--- src/rtl/i2c_pkg.sv ---
// Shared types for the I2C register target: FSM state encoding and ACK levels.
package i2c_pkg;

  typedef enum logic [3:0] {
    IDLE,
    ADDR,
    ADDR_ACK,
    PTR,
    PTR_ACK,
    WR_DATA,
    WR_ACK,
    RD_DATA,
    RD_ACK,
    WAIT_STOP
  } i2c_tgt_state_t;

  localparam logic I2C_ACK  = 1'b0;
  localparam logic I2C_NACK = 1'b1;

endpackage

--- src/rtl/i2c_reg_target_if.sv ---
// Open-drain pad split plus register-file strobes between the I2C target and its host.
interface i2c_reg_target_if;

  logic       scl_i;
  logic       scl_o;
  logic       scl_t;
  logic       sda_i;
  logic       sda_o;
  logic       sda_t;
  logic [7:0] reg_addr;
  logic [7:0] reg_wr_data;
  logic       reg_wr_en;
  logic       reg_rd_en;
  logic [7:0] reg_rd_data;
  logic       busy;
  logic       addressed;

  modport slave (
    input  scl_i, sda_i, reg_rd_data,
    output scl_o, scl_t, sda_o, sda_t,
    output reg_addr, reg_wr_data, reg_wr_en, reg_rd_en,
    output busy, addressed
  );

  modport master (
    output scl_i, sda_i, reg_rd_data,
    input  scl_o, scl_t, sda_o, sda_t,
    input  reg_addr, reg_wr_data, reg_wr_en, reg_rd_en,
    input  busy, addressed
  );

endinterface

--- src/rtl/i2c_line_filter.sv ---
// Pad synchroniser plus a run-length deglitcher; emits the accepted level and
// one-cycle rise/fall pulses aligned with the cycle the new level appears.
module i2c_line_filter #(
  parameter int FILTER_LEN = 4
) (
  input  logic clk,
  input  logic rst_n,
  input  logic line_i,
  output logic level,
  output logic rise,
  output logic fall
);

  localparam int CW = $clog2(FILTER_LEN + 1);

  logic [1:0]    sync;
  logic [CW-1:0] run_cnt;
  logic          settle;

  // A new level is accepted once FILTER_LEN consecutive samples disagree with the current one.
  assign settle = (sync[1] != level) && (run_cnt == CW'(FILTER_LEN - 1));

  always_ff @(posedge clk or negedge rst_n) begin
    if (!rst_n) begin
      sync    <= 2'b11;
      run_cnt <= '0;
      level   <= 1'b1;
      rise    <= 1'b0;
      fall    <= 1'b0;
    end else begin
      sync <= {sync[0], line_i};
      rise <= settle && sync[1];
      fall <= settle && !sync[1];
      if (sync[1] == level) begin
        run_cnt <= '0;
      end else if (settle) begin
        level   <= sync[1];
        run_cnt <= '0;
      end else begin
        run_cnt <= run_cnt + CW'(1);
      end
    end
  end

endmodule

--- src/rtl/i2c_reg_target.sv ---
// I2C target exposing an 8-bit addressed register space; never stretches SCL,
// only ever pulls SDA low through sda_t.
//
// state     | meaning
// IDLE      | bus free, waiting for START
// ADDR      | shifting in 7-bit address + R/W
// ADDR_ACK  | driving address ACK during 9th clock
// PTR       | shifting in register pointer
// PTR_ACK   | driving pointer ACK
// WR_DATA   | shifting in write data
// WR_ACK    | driving write-data ACK
// RD_DATA   | shifting out read data
// RD_ACK    | sampling master ACK/NACK
// WAIT_STOP | not for us or read ended; only START/STOP leave
module i2c_reg_target
  import i2c_pkg::*;
#(
  parameter logic [6:0] DEV_ADDR   = 7'h50,
  parameter int         FILTER_LEN = 4
) (
  input  logic                clk,
  input  logic                rst_n,
  i2c_reg_target_if.slave     bus
);

  logic fscl, scl_rise, scl_fall;
  logic fsda, sda_rise, sda_fall;

  i2c_line_filter #(.FILTER_LEN(FILTER_LEN)) u_scl_filter (
    .clk    (clk),
    .rst_n  (rst_n),
    .line_i (bus.scl_i),
    .level  (fscl),
    .rise   (scl_rise),
    .fall   (scl_fall)
  );

  i2c_line_filter #(.FILTER_LEN(FILTER_LEN)) u_sda_filter (
    .clk    (clk),
    .rst_n  (rst_n),
    .line_i (bus.sda_i),
    .level  (fsda),
    .rise   (sda_rise),
    .fall   (sda_fall)
  );

  i2c_tgt_state_t state;
  logic [3:0]     bit_cnt;
  logic [7:0]     shift;
  logic [7:0]     rd_buf;
  logic           rw;
  logic           ack_seen;
  logic           load_direct;
  logic           rd_dly;
  logic           sda_t_q;
  logic [7:0]     reg_addr_q;
  logic [7:0]     reg_wr_data_q;
  logic           reg_wr_en_q;
  logic           reg_rd_en_q;
  logic           busy_q;
  logic           addressed_q;
  logic           start_det;
  logic           stop_det;
  logic [7:0]     shift_in;

  assign start_det = sda_fall && fscl;
  assign stop_det  = sda_rise && fscl;
  assign shift_in  = {shift[6:0], fsda};

  always_ff @(posedge clk or negedge rst_n) begin
    if (!rst_n) begin
      state         <= IDLE;
      bit_cnt       <= '0;
      shift         <= '0;
      rd_buf        <= '0;
      rw            <= 1'b0;
      ack_seen      <= 1'b0;
      load_direct   <= 1'b0;
      rd_dly        <= 1'b0;
      sda_t_q       <= 1'b1;
      reg_addr_q    <= '0;
      reg_wr_data_q <= '0;
      reg_wr_en_q   <= 1'b0;
      reg_rd_en_q   <= 1'b0;
      busy_q        <= 1'b0;
      addressed_q   <= 1'b0;
    end else begin
      reg_wr_en_q <= 1'b0;
      reg_rd_en_q <= 1'b0;
      rd_dly      <= reg_rd_en_q;

      // Read data is valid the cycle after the strobe; the first byte goes straight out.
      if (rd_dly) begin
        rd_buf <= bus.reg_rd_data;
        if (load_direct) begin
          shift       <= bus.reg_rd_data;
          sda_t_q     <= bus.reg_rd_data[7];
          load_direct <= 1'b0;
        end
      end

      if (stop_det) begin
        state       <= IDLE;
        sda_t_q     <= 1'b1;
        busy_q      <= 1'b0;
        addressed_q <= 1'b0;
        load_direct <= 1'b0;
      end else if (start_det) begin
        state       <= ADDR;
        bit_cnt     <= '0;
        sda_t_q     <= 1'b1;
        busy_q      <= 1'b1;
        addressed_q <= 1'b0;
        load_direct <= 1'b0;
      end else begin
        case (state)
          ADDR: begin
            if (scl_rise) begin
              shift   <= shift_in;
              bit_cnt <= bit_cnt + 4'd1;
            end else if (scl_fall && bit_cnt == 4'd8) begin
              if (shift[7:1] == DEV_ADDR && shift[7:1] != 7'h00) begin
                sda_t_q     <= I2C_ACK;
                addressed_q <= 1'b1;
                rw          <= shift[0];
                state       <= ADDR_ACK;
              end else begin
                state <= WAIT_STOP;
              end
            end
          end

          ADDR_ACK: begin
            if (scl_fall) begin
              bit_cnt <= '0;
              if (rw) begin
                reg_rd_en_q <= 1'b1;
                load_direct <= 1'b1;
                state       <= RD_DATA;
              end else begin
                sda_t_q <= 1'b1;
                state   <= PTR;
              end
            end
          end

          PTR: begin
            if (scl_rise) begin
              shift   <= shift_in;
              bit_cnt <= bit_cnt + 4'd1;
            end else if (scl_fall && bit_cnt == 4'd8) begin
              reg_addr_q <= shift;
              sda_t_q    <= I2C_ACK;
              state      <= PTR_ACK;
            end
          end

          PTR_ACK: begin
            if (scl_fall) begin
              sda_t_q <= 1'b1;
              bit_cnt <= '0;
              state   <= WR_DATA;
            end
          end

          WR_DATA: begin
            if (scl_rise) begin
              shift   <= shift_in;
              bit_cnt <= bit_cnt + 4'd1;
              if (bit_cnt == 4'd7) begin
                reg_wr_data_q <= shift_in;
                reg_wr_en_q   <= 1'b1;
              end
            end else if (scl_fall && bit_cnt == 4'd8) begin
              sda_t_q <= I2C_ACK;
              state   <= WR_ACK;
            end
          end

          WR_ACK: begin
            if (scl_fall) begin
              sda_t_q    <= 1'b1;
              reg_addr_q <= reg_addr_q + 8'd1;
              bit_cnt    <= '0;
              state      <= WR_DATA;
            end
          end

          RD_DATA: begin
            if (scl_rise) begin
              bit_cnt <= bit_cnt + 4'd1;
            end else if (scl_fall) begin
              if (bit_cnt == 4'd8) begin
                sda_t_q  <= 1'b1;
                ack_seen <= 1'b0;
                state    <= RD_ACK;
              end else begin
                shift   <= {shift[6:0], 1'b0};
                sda_t_q <= shift[6];
              end
            end
          end

          RD_ACK: begin
            if (scl_rise) begin
              if (fsda == I2C_ACK) begin
                reg_addr_q  <= reg_addr_q + 8'd1;
                reg_rd_en_q <= 1'b1;
                ack_seen    <= 1'b1;
              end else begin
                state <= WAIT_STOP;
              end
            end else if (scl_fall && ack_seen) begin
              shift   <= rd_buf;
              sda_t_q <= rd_buf[7];
              bit_cnt <= '0;
              state   <= RD_DATA;
            end
          end

          IDLE, WAIT_STOP: begin
          end

          default: state <= IDLE;
        endcase
      end
    end
  end

  assign bus.scl_o       = 1'b1;
  assign bus.scl_t       = 1'b1;
  assign bus.sda_o       = 1'b0;
  assign bus.sda_t       = sda_t_q;
  assign bus.reg_addr    = reg_addr_q;
  assign bus.reg_wr_data = reg_wr_data_q;
  assign bus.reg_wr_en   = reg_wr_en_q;
  assign bus.reg_rd_en   = reg_rd_en_q;
  assign bus.busy        = busy_q;
  assign bus.addressed   = addressed_q;

endmodule

--- src/flat_wrapper.sv ---
// flat-port wrapper written by rule: the top's interface ports become plain ports
module i2c_reg_target_flat import i2c_pkg::*;
#(
  parameter logic [6:0] DEV_ADDR   = 7'h50,
  parameter int         FILTER_LEN = 4
)
  (clk, rst_n, bus_scl_i, bus_sda_i, bus_reg_rd_data, bus_scl_o, bus_scl_t, bus_sda_o, bus_sda_t, bus_reg_addr, bus_reg_wr_data, bus_reg_wr_en, bus_reg_rd_en, bus_busy, bus_addressed);
  i2c_reg_target_if bus_i ();
  input  logic clk;
  input  logic rst_n;
  input wire logic [$bits(bus_i.scl_i)-1:0] bus_scl_i;
  input wire logic [$bits(bus_i.sda_i)-1:0] bus_sda_i;
  input wire logic [$bits(bus_i.reg_rd_data)-1:0] bus_reg_rd_data;
  output wire logic [$bits(bus_i.scl_o)-1:0] bus_scl_o;
  output wire logic [$bits(bus_i.scl_t)-1:0] bus_scl_t;
  output wire logic [$bits(bus_i.sda_o)-1:0] bus_sda_o;
  output wire logic [$bits(bus_i.sda_t)-1:0] bus_sda_t;
  output wire logic [$bits(bus_i.reg_addr)-1:0] bus_reg_addr;
  output wire logic [$bits(bus_i.reg_wr_data)-1:0] bus_reg_wr_data;
  output wire logic [$bits(bus_i.reg_wr_en)-1:0] bus_reg_wr_en;
  output wire logic [$bits(bus_i.reg_rd_en)-1:0] bus_reg_rd_en;
  output wire logic [$bits(bus_i.busy)-1:0] bus_busy;
  output wire logic [$bits(bus_i.addressed)-1:0] bus_addressed;
  assign bus_i.scl_i = bus_scl_i;
  assign bus_i.sda_i = bus_sda_i;
  assign bus_i.reg_rd_data = bus_reg_rd_data;
  assign bus_scl_o = bus_i.scl_o;
  assign bus_scl_t = bus_i.scl_t;
  assign bus_sda_o = bus_i.sda_o;
  assign bus_sda_t = bus_i.sda_t;
  assign bus_reg_addr = bus_i.reg_addr;
  assign bus_reg_wr_data = bus_i.reg_wr_data;
  assign bus_reg_wr_en = bus_i.reg_wr_en;
  assign bus_reg_rd_en = bus_i.reg_rd_en;
  assign bus_busy = bus_i.busy;
  assign bus_addressed = bus_i.addressed;
  i2c_reg_target #(.DEV_ADDR(DEV_ADDR), .FILTER_LEN(FILTER_LEN)) u_core (.clk(clk), .rst_n(rst_n), .bus(bus_i));
endmodule
--- config.mk ---
export PLATFORM = sky130hd
export DESIGN_NAME = i2c_reg_target_flat
export DESIGN_NICKNAME = d
export VERILOG_FILES = /design/src/rtl/i2c_pkg.sv /design/src/rtl/i2c_reg_target_if.sv /design/src/rtl/i2c_line_filter.sv /design/src/rtl/i2c_reg_target.sv /design/src/flat_wrapper.sv
export SDC_FILE = /design/constraint.sdc
export NUM_CORES = 1
export LEC_CHECK = 0
export ABC_AREA = 1
export BUFFER_PORTS_ARGS = -buffer_cell sky130_fd_sc_hd__buf_2
export CELL_PAD_IN_SITES_DETAIL_PLACEMENT = 0
export CELL_PAD_IN_SITES_GLOBAL_PLACEMENT = 1
export CORE_AREA = 4 4 114 83
export CTS_BUF_LIST = sky130_fd_sc_hd__clkbuf_8
export DETAILED_ROUTE_END_ITERATION = 10
export DIE_AREA = 0 0 118 87
export PLACE_DENSITY = 0.83
export SYNTH_ARGS = -nofsm -noshare
export SYNTH_HDL_FRONTEND = slang
export SYNTH_SLANG_ARGS = --single-unit
--- constraint.sdc ---
create_clock -name clk -period 1.7 [get_ports clk]
set_input_delay 0.085 -clock clk [delete_from_list [all_inputs] [get_ports clk]]
set_output_delay 0.085 -clock clk [all_outputs]
set_load 0.05 [all_outputs]
# --- Word level (Yosys, flattened, before mapping) ---
# Cells that the tools add are included.
# Widths: inputs -> output; s select.
totals:
  register_bits: 65
  elab_cells: 212
  output_inout_bits: 24
  inputBits: 12
op_classes:
  reduce_logical: 37
  n_addsub: 4
  bitwise_logic: 5
  n_eq_ne: 45
  muxes: 96
op_table:
  columns: ["operator", "n"]
  rows:
  - ["$mux 8", 15]
  - ["$mux 4", 22]
  - ["$pmux 8 s3", 2]
  - ["$mux 1", 47]
  - ["$pmux 4 s8", 1]
  - ["$ne 4x2->1 const B", 6]
  - ["$eq 4x3->1 const B", 5]
  - ["$ne 4x1->1 const B", 5]
  - ["$reduce_and 8->1", 2]
  - ["$mux 3", 5]
  - ["$ne 3x1->1 const B", 5]
  - ["$reduce_and 14->1", 1]
  - ["$eq 4x4->1 const B", 3]
  - ["$ne 2x2->1 const B", 6]
  - ["$pmux 4 s3", 1]
  - ["$reduce_and 6->1", 2]
  - ["$reduce_bool 3->1", 4]
  - ["$logic_and 1x1->1", 11]
  - ["$add 8x1->8 const B", 1]
  - ["$eq 4x2->1 const B", 2]
  - ["$eq 7x7->1 const B", 1]
  - ["$reduce_bool 7->1", 1]
  - ["$add 3x1->3 const B", 2]
  - ["$eq 3x2->1 const B", 2]
  - ["other kinds (21)", 35]

# --- Longest topological paths before layout ---
depth:
  ltp_word: 8
  mapped_depth: 12
  mapped_depth_nobuf: 12

# --- By module ---
# A second synthesis with hierarchy kept.
hier_totals:
  hier_cells: 490
  area_unflattened_um2: 3554.7
by_module_without_submodules:
  columns: ["mod", "area_each_um2", "seq_area_each_um2", "cells_per_inst", "n_inst"]
  rows:
  - ["i2c_reg_target", 2981.6, 1227.4, 440, 1]
  - ["i2c_line_filter", 286.5, 203.9, 25, 2]

# --- Worst setup path after synthesis ---
# OpenSTA, ideal clock, no wires.
synth_path:
  kind: "register to register"
  start: "register u_core.reg_addr_q[0] (netlist: u_core.bus.reg_addr[0])"
  end: "register u_core.reg_addr_q[6] (netlist: u_core.bus.reg_addr[6])"
  required_ns: 1.582
  period_less_slack_ns: 1.628
  stages_incl_launch_ff: 9
  setup_slack_ns: 0.072
  arrival_ns: 1.510
  path_cell_list: "dfrtp_1 -> ha_1 -> nand3_1 -> nor2_1 -> nand3_1 -> nand3_1 -> o21ai_0 -> nand2_1 -> nand2_1"
synth_between:
  elab_chain_len: 4
  word_cells_on_any_way: 5
  cone_classes: "add/sub: 1; mux: 4"
synth_rtl:
  columns: ["element", "line_no", "source"]
  rows:
  - ["from (decl)", "i2c_reg_target.sv:56", "logic [7:0] reg_addr_q;"]
  - ["from (signal assigned)", "i2c_reg_target.sv:152", "reg_addr_q <= shift;"]
  - ["from (signal assigned)", "i2c_reg_target.sv:183", "reg_addr_q <= reg_addr_q + 8'd1;"]
  - ["from (signal assigned)", "i2c_reg_target.sv:207", "reg_addr_q <= reg_addr_q + 8'd1;"]
  - ["$add 8x1->8 *", "i2c_reg_target.sv:183, i2c_reg_target.sv:207", null]
  - ["$mux 8", "i2c_reg_target.sv:206", "if (fsda == I2C_ACK) begin"]
  - ["$mux 8", "i2c_reg_target.sv:205", "if (scl_rise) begin"]
  - ["$pmux 8 s3 *", "i2c_reg_target.sv:116", "case (state)"]
# Mark *: on every way between the ends. The rest lies on a longest branch, timed or not. The select of a mux whose other input is x is not followed.
# A chain may end at the register's enable or synchronous reset.

# --- Final worst setup path ---
layout_path:
  start: "register u_core.bit_cnt[1]"
  end: "register u_core.sda_t_q (netlist: u_core.bus.sda_t)"
layout_between:
  elab_chain_len: 7
  word_cells_on_any_way: 12
  cone_classes: "eq/ne: 1; mux: 10; reduce/logical: 1"
layout_rtl:
  columns: ["element", "line_no", "source"]
  rows:
  - ["from (decl)", "i2c_reg_target.sv:48", "logic [3:0] bit_cnt;"]
  - ["from (signal assigned)", "i2c_reg_target.sv:120", "bit_cnt <= bit_cnt + 4'd1;"]
  - ["from (signal assigned)", "i2c_reg_target.sv:150", "bit_cnt <= bit_cnt + 4'd1;"]
  - ["from (signal assigned)", "i2c_reg_target.sv:169", "bit_cnt <= bit_cnt + 4'd1;"]
  - ["$eq 4x4->1 *", null, null]
  - ["$mux 1 / $logic_and 1x1->1 (equally long branches)", null, null]
  - ["$mux 1 (on tied branches)", null, null]
  - ["$mux 1 (on tied branches)", "i2c_reg_target.sv:190, i2c_reg_target.sv:118, i2c_reg_target.sv:148", null]
  - ["$pmux 1 s6 *", "i2c_reg_target.sv:116", null]
  - ["$mux 1 *", "i2c_reg_target.sv:108", "end else if (start_det) begin"]
  - ["$mux 1 *", "i2c_reg_target.sv:102", "if (stop_det) begin"]
  - ["to (signal assigned)", "i2c_reg_target.sv:97", "sda_t_q <= bus.reg_rd_data[7];"]
  - ["to (signal assigned)", "i2c_reg_target.sv:199", "sda_t_q <= shift[6];"]
  - ["to (signal assigned)", "i2c_reg_target.sv:215", "sda_t_q <= rd_buf[7];"]
  - ["to (decl)", "i2c_reg_target.sv:55", "logic sda_t_q;"]
# Mark *: on every way between the ends. The rest lies on a longest branch, timed or not.

==> run_results.csv <==
group,metric,value,unit
die,die_w,118,µm
placement,dp_hpwl,6970,µm
clocking,cts.sinks,65,
sta,setup_ws,0.0915,ns
sta,max_freq,622,MHz
die,die_area,10300,µm²
pwr,p_sw,1.22,mW
pwr,swShare,30.4,%
sta,period_needed,1.61,ns
die,start_util,44.1,%
die,rows,28,
placement,place.port_buffers,32,
pwr,p_leak,2.53,nW
sta,slew_violations,0,
critical_path,startpoint_type,"register",
clocking,clkLatencyLatePin,0.35,ns
clocking,clk_root_buffer_cell,"clkbuf_8",
critical_path,crit_chain,"inv_2, ha_4, nand2_4, nor2_4, nand2_4, buf_6, buf_6, nand2_2, nand2_1, nor2_1, nand2_1, nand2_1, nand3_1",
yosys,synthTopCellsByArea,"dfrtp_1 39%, nand2_1 16%, inv_1 6.8%",
critical_path,crit_top_cell,"nand2_1",
yosys,syn-cell-area,3680,µm²
placement,gp_congestion,0.950,
pwr,internal_power,2.80,mW
critical_path,path_max_fanout,4,
hold_path,hp-class,"in2async",
sta,rsz0062_at_grt,"true",
pwr,power,4.02,mW
sta,finalSetupViolCount,0,
critical_path,end_kind,"register",
finish,seqCellArea,1640,µm²
run,drv_cap,0,
finish,multi_input_area,1840,µm²
global_routing,grt.overflow.total,0,
finish,n_antenna_cell,0,
die,coreArea,8340,µm²
global_routing,antenna_found_initial,0,
yosys,synthFlopType,"dfrtp_1",
critical_path,crit_required,1.98,ns
yosys,syn-instance-count,503,
sta,post-route-period-util,94.6,%
pwr,power_frac_clock,37.4,%
routing,via_count,3474,
placement,post-place-ws,-0.101,ns
finish,nNetsFinal,605,
routing,drt_iter0_drc,256,
die,fp.dieH,87,µm
critical_path,cpMaxStageDelayCell,"dfrtp_1",
yosys,synth_seq_area_share,44.4,%
yosys,synth_edf_count,0,
yosys,synthMostInstantiatedCell,"nand2_1",
routing,wl_per_cell,13.6,µm
critical_path,critPathMaxStageDelay,0.42,ns
global_routing,grtUsageTotal,20.0,%
yosys,synthArstFlopShare,100,%
clocking,clock_path_buffers,2,
global_routing,grt_pass1_wl,16200,µm
clocking,cts.clk_slew.worst_paths,0.08,ns
critical_path,rr_worst_depth,13,
yosys,ys_warn_count,0,
global_routing,grt_pass1_vias,3260,
run_status,status,"finished, final reports clean",
critical_path,critical_path_class,"reg2reg",
critical_path,arrival,1.88,ns
die,num_io_pins,36,
finish,fillers,808,
routing,drt_first_pass_iters,5,
pwr,peakVddDrop,0.590,mV
finish,drive_above_1_share,26.6,%
clocking,cts-buffers-inserted,9,
routing,final_antenna_net_count,0,
pwr,power_frac_seq,45.3,%
sta,hold_viol,0,
yosys,yosysTopAreaCell,"dfrtp_1",
yosys,ys_ff_latch,65,
pwr,p_per_area,856,nW/µm²
routing,vias_per_cell,4.98,
routing,remaining_drc_errors,0,
yosys,synth_common_cells,"160 x nand2_1, 67 x inv_1, 61 x nor2_1",
global_routing,grt_start_max_net_pins,66,
clocking,h-tree-depth,3,
yosys,yosysUniqueCellTypes,36,
routing,postRouteWirelength,9500,µm
clocking,cts_tree,"yes",
yosys,synth_top_area_share,39.4,%
sta,skew,0.00881,ns
finish,syn_to_final_growth,27.7,%
yosys,syn_avg_cell_area,7.32,µm²
pwr,combPwrFrac,17.3,%
==> routing by layer <==
metal	vias up	GRT usage, %	part of all wire, %
met5	-	0	0
met4	0	5.96	1.4
met3	12	5.06	6.2
met2	99	29.0	42
met1	1611	29.5	50
li1	1752	-	-
==> flip-flops by register name, indices dropped and copies added, names as in the netlist, 2 cells and up <==
name	flops
u_core.bit_cnt	4
u_core.bus.reg_addr	8
u_core.bus.reg_wr_data	8
u_core.rd_buf	8
u_core.shift	8
u_core.state	4
u_core.u_scl_filter.run_cnt	3
u_core.u_scl_filter.sync	2
u_core.u_sda_filter.run_cnt	3
u_core.u_sda_filter.sync	2
==> power by group through the flow <==
stage	Clock (mW)	Combinational, mW	Sequential [mW]
3_5_place_dp	0	0.654	1.85
3_3_place_gp	0	0.644	1.84
6_report	1.50	0.698	1.82
4_1_cts	1.55	0.677	1.82
5_1_grt	1.62	0.791	1.84
2_1_floorplan	0	0.398	1.88
==> stage by stage <==
step	utilization, %	setup TNS, ns	hold WS (ns)	cells	area (µm²)
after CTS	54.0	0	0.279	689	4500
after floorplan	-	0	-0.211	504	3680
final	56.4	0	0.271	698	4700
after global routing	56.4	-0.00992	0.305	698	4700
after detailed placement	49.9	-0.606	0.132	662	4160
after global placement	49.9	-0.396	0.132	662	4160
==> layout make-up <==
| class | instances | share of cell area (%) |
|---|---|---|
| timing repair buffer | 82 | 12.9 |
| clock inverter | 7 | 2.13 |
| multi-input combinational | 362 | 39.1 |
| inverter | 68 | 5.48 |
| clock buffer | 9 | 2.64 |
| sequential | 65 | 34.9 |
| tap | 105 | 2.80 |
==> repair_timing <==
| item | in CTS | in global routing |
|---|---|---|
| hold buffers | 11 | 0 |
| setup endpoints to repair | 8 | 27 |
| resized for setup | 2 | 47 |
| gates cloned | 0 | 0 |
| pin swaps | 1 | 16 |
| hold endpoints to repair | 68 | 0 |
| buffers inserted | 0 | 9 |
==> critical path, delay by kind of cell, from the launching register on <==
family	cells	cell delay (ns)
buf+inv	3	0.32
simple gates	9	0.65
fa+ha+maj	1	0.15
flops	1	0.42
==> layout by cell type (no fill, tap or decap), types with 4 or more instances in the layout <==
cell	instances
o211ai_1	4
ha_1	4
nand3_1	39
dfrtp_1	54
nand3_2	4
nand2_2	17
o21ai_2	10
nand2_4	6
dfstp_2	7
inv_1	60
inv_2	7
dlygate4sd3_1	11
nor2_2	7
buf_2	32
nor2_1	54
nor2_4	4
o21ai_0	22
dfrtp_2	4
a21oi_1	12
buf_4	34
nand2_1	144
nor3_1	8
clkbuf_8	9
==> path summary, 6_finish.rpt <==
check,slack (ns),start,end
worst min register to register,0.36,u_core.u_sda_filter.sync[0],u_core.u_sda_filter.sync[1]
worst max register to register,0.09,u_core.bit_cnt[1],u_core.bus.sda_t
worst max-delay path,0.09,u_core.bit_cnt[1],u_core.bus.sda_t
max in group asynchronous,1.10,rst_n,u_core.u_scl_filter.level
worst min-delay path,0.27,rst_n,u_core.bit_cnt[2]
min in group clk,0.36,u_core.u_sda_filter.sync[0],u_core.u_sda_filter.sync[1]
==> logic make-up (layout without fill, tap and decap cells) <==
group | count (synthesis) | in the layout | share of synthesized area, %
fa+ha+maj | 5 | 5 | 1.70
xor+xnor | 5 | 5 | 1.19
buf+inv | 77 | 166 | 8.80
flops | 65 | 65 | 44.4
compound gates | 57 | 57 | 9.28
mux | 1 | 1 | 0.272
other cells | 2 | 3 | 0.204
simple gates | 291 | 291 | 34.1
Power figures use the tool's default switching activity.
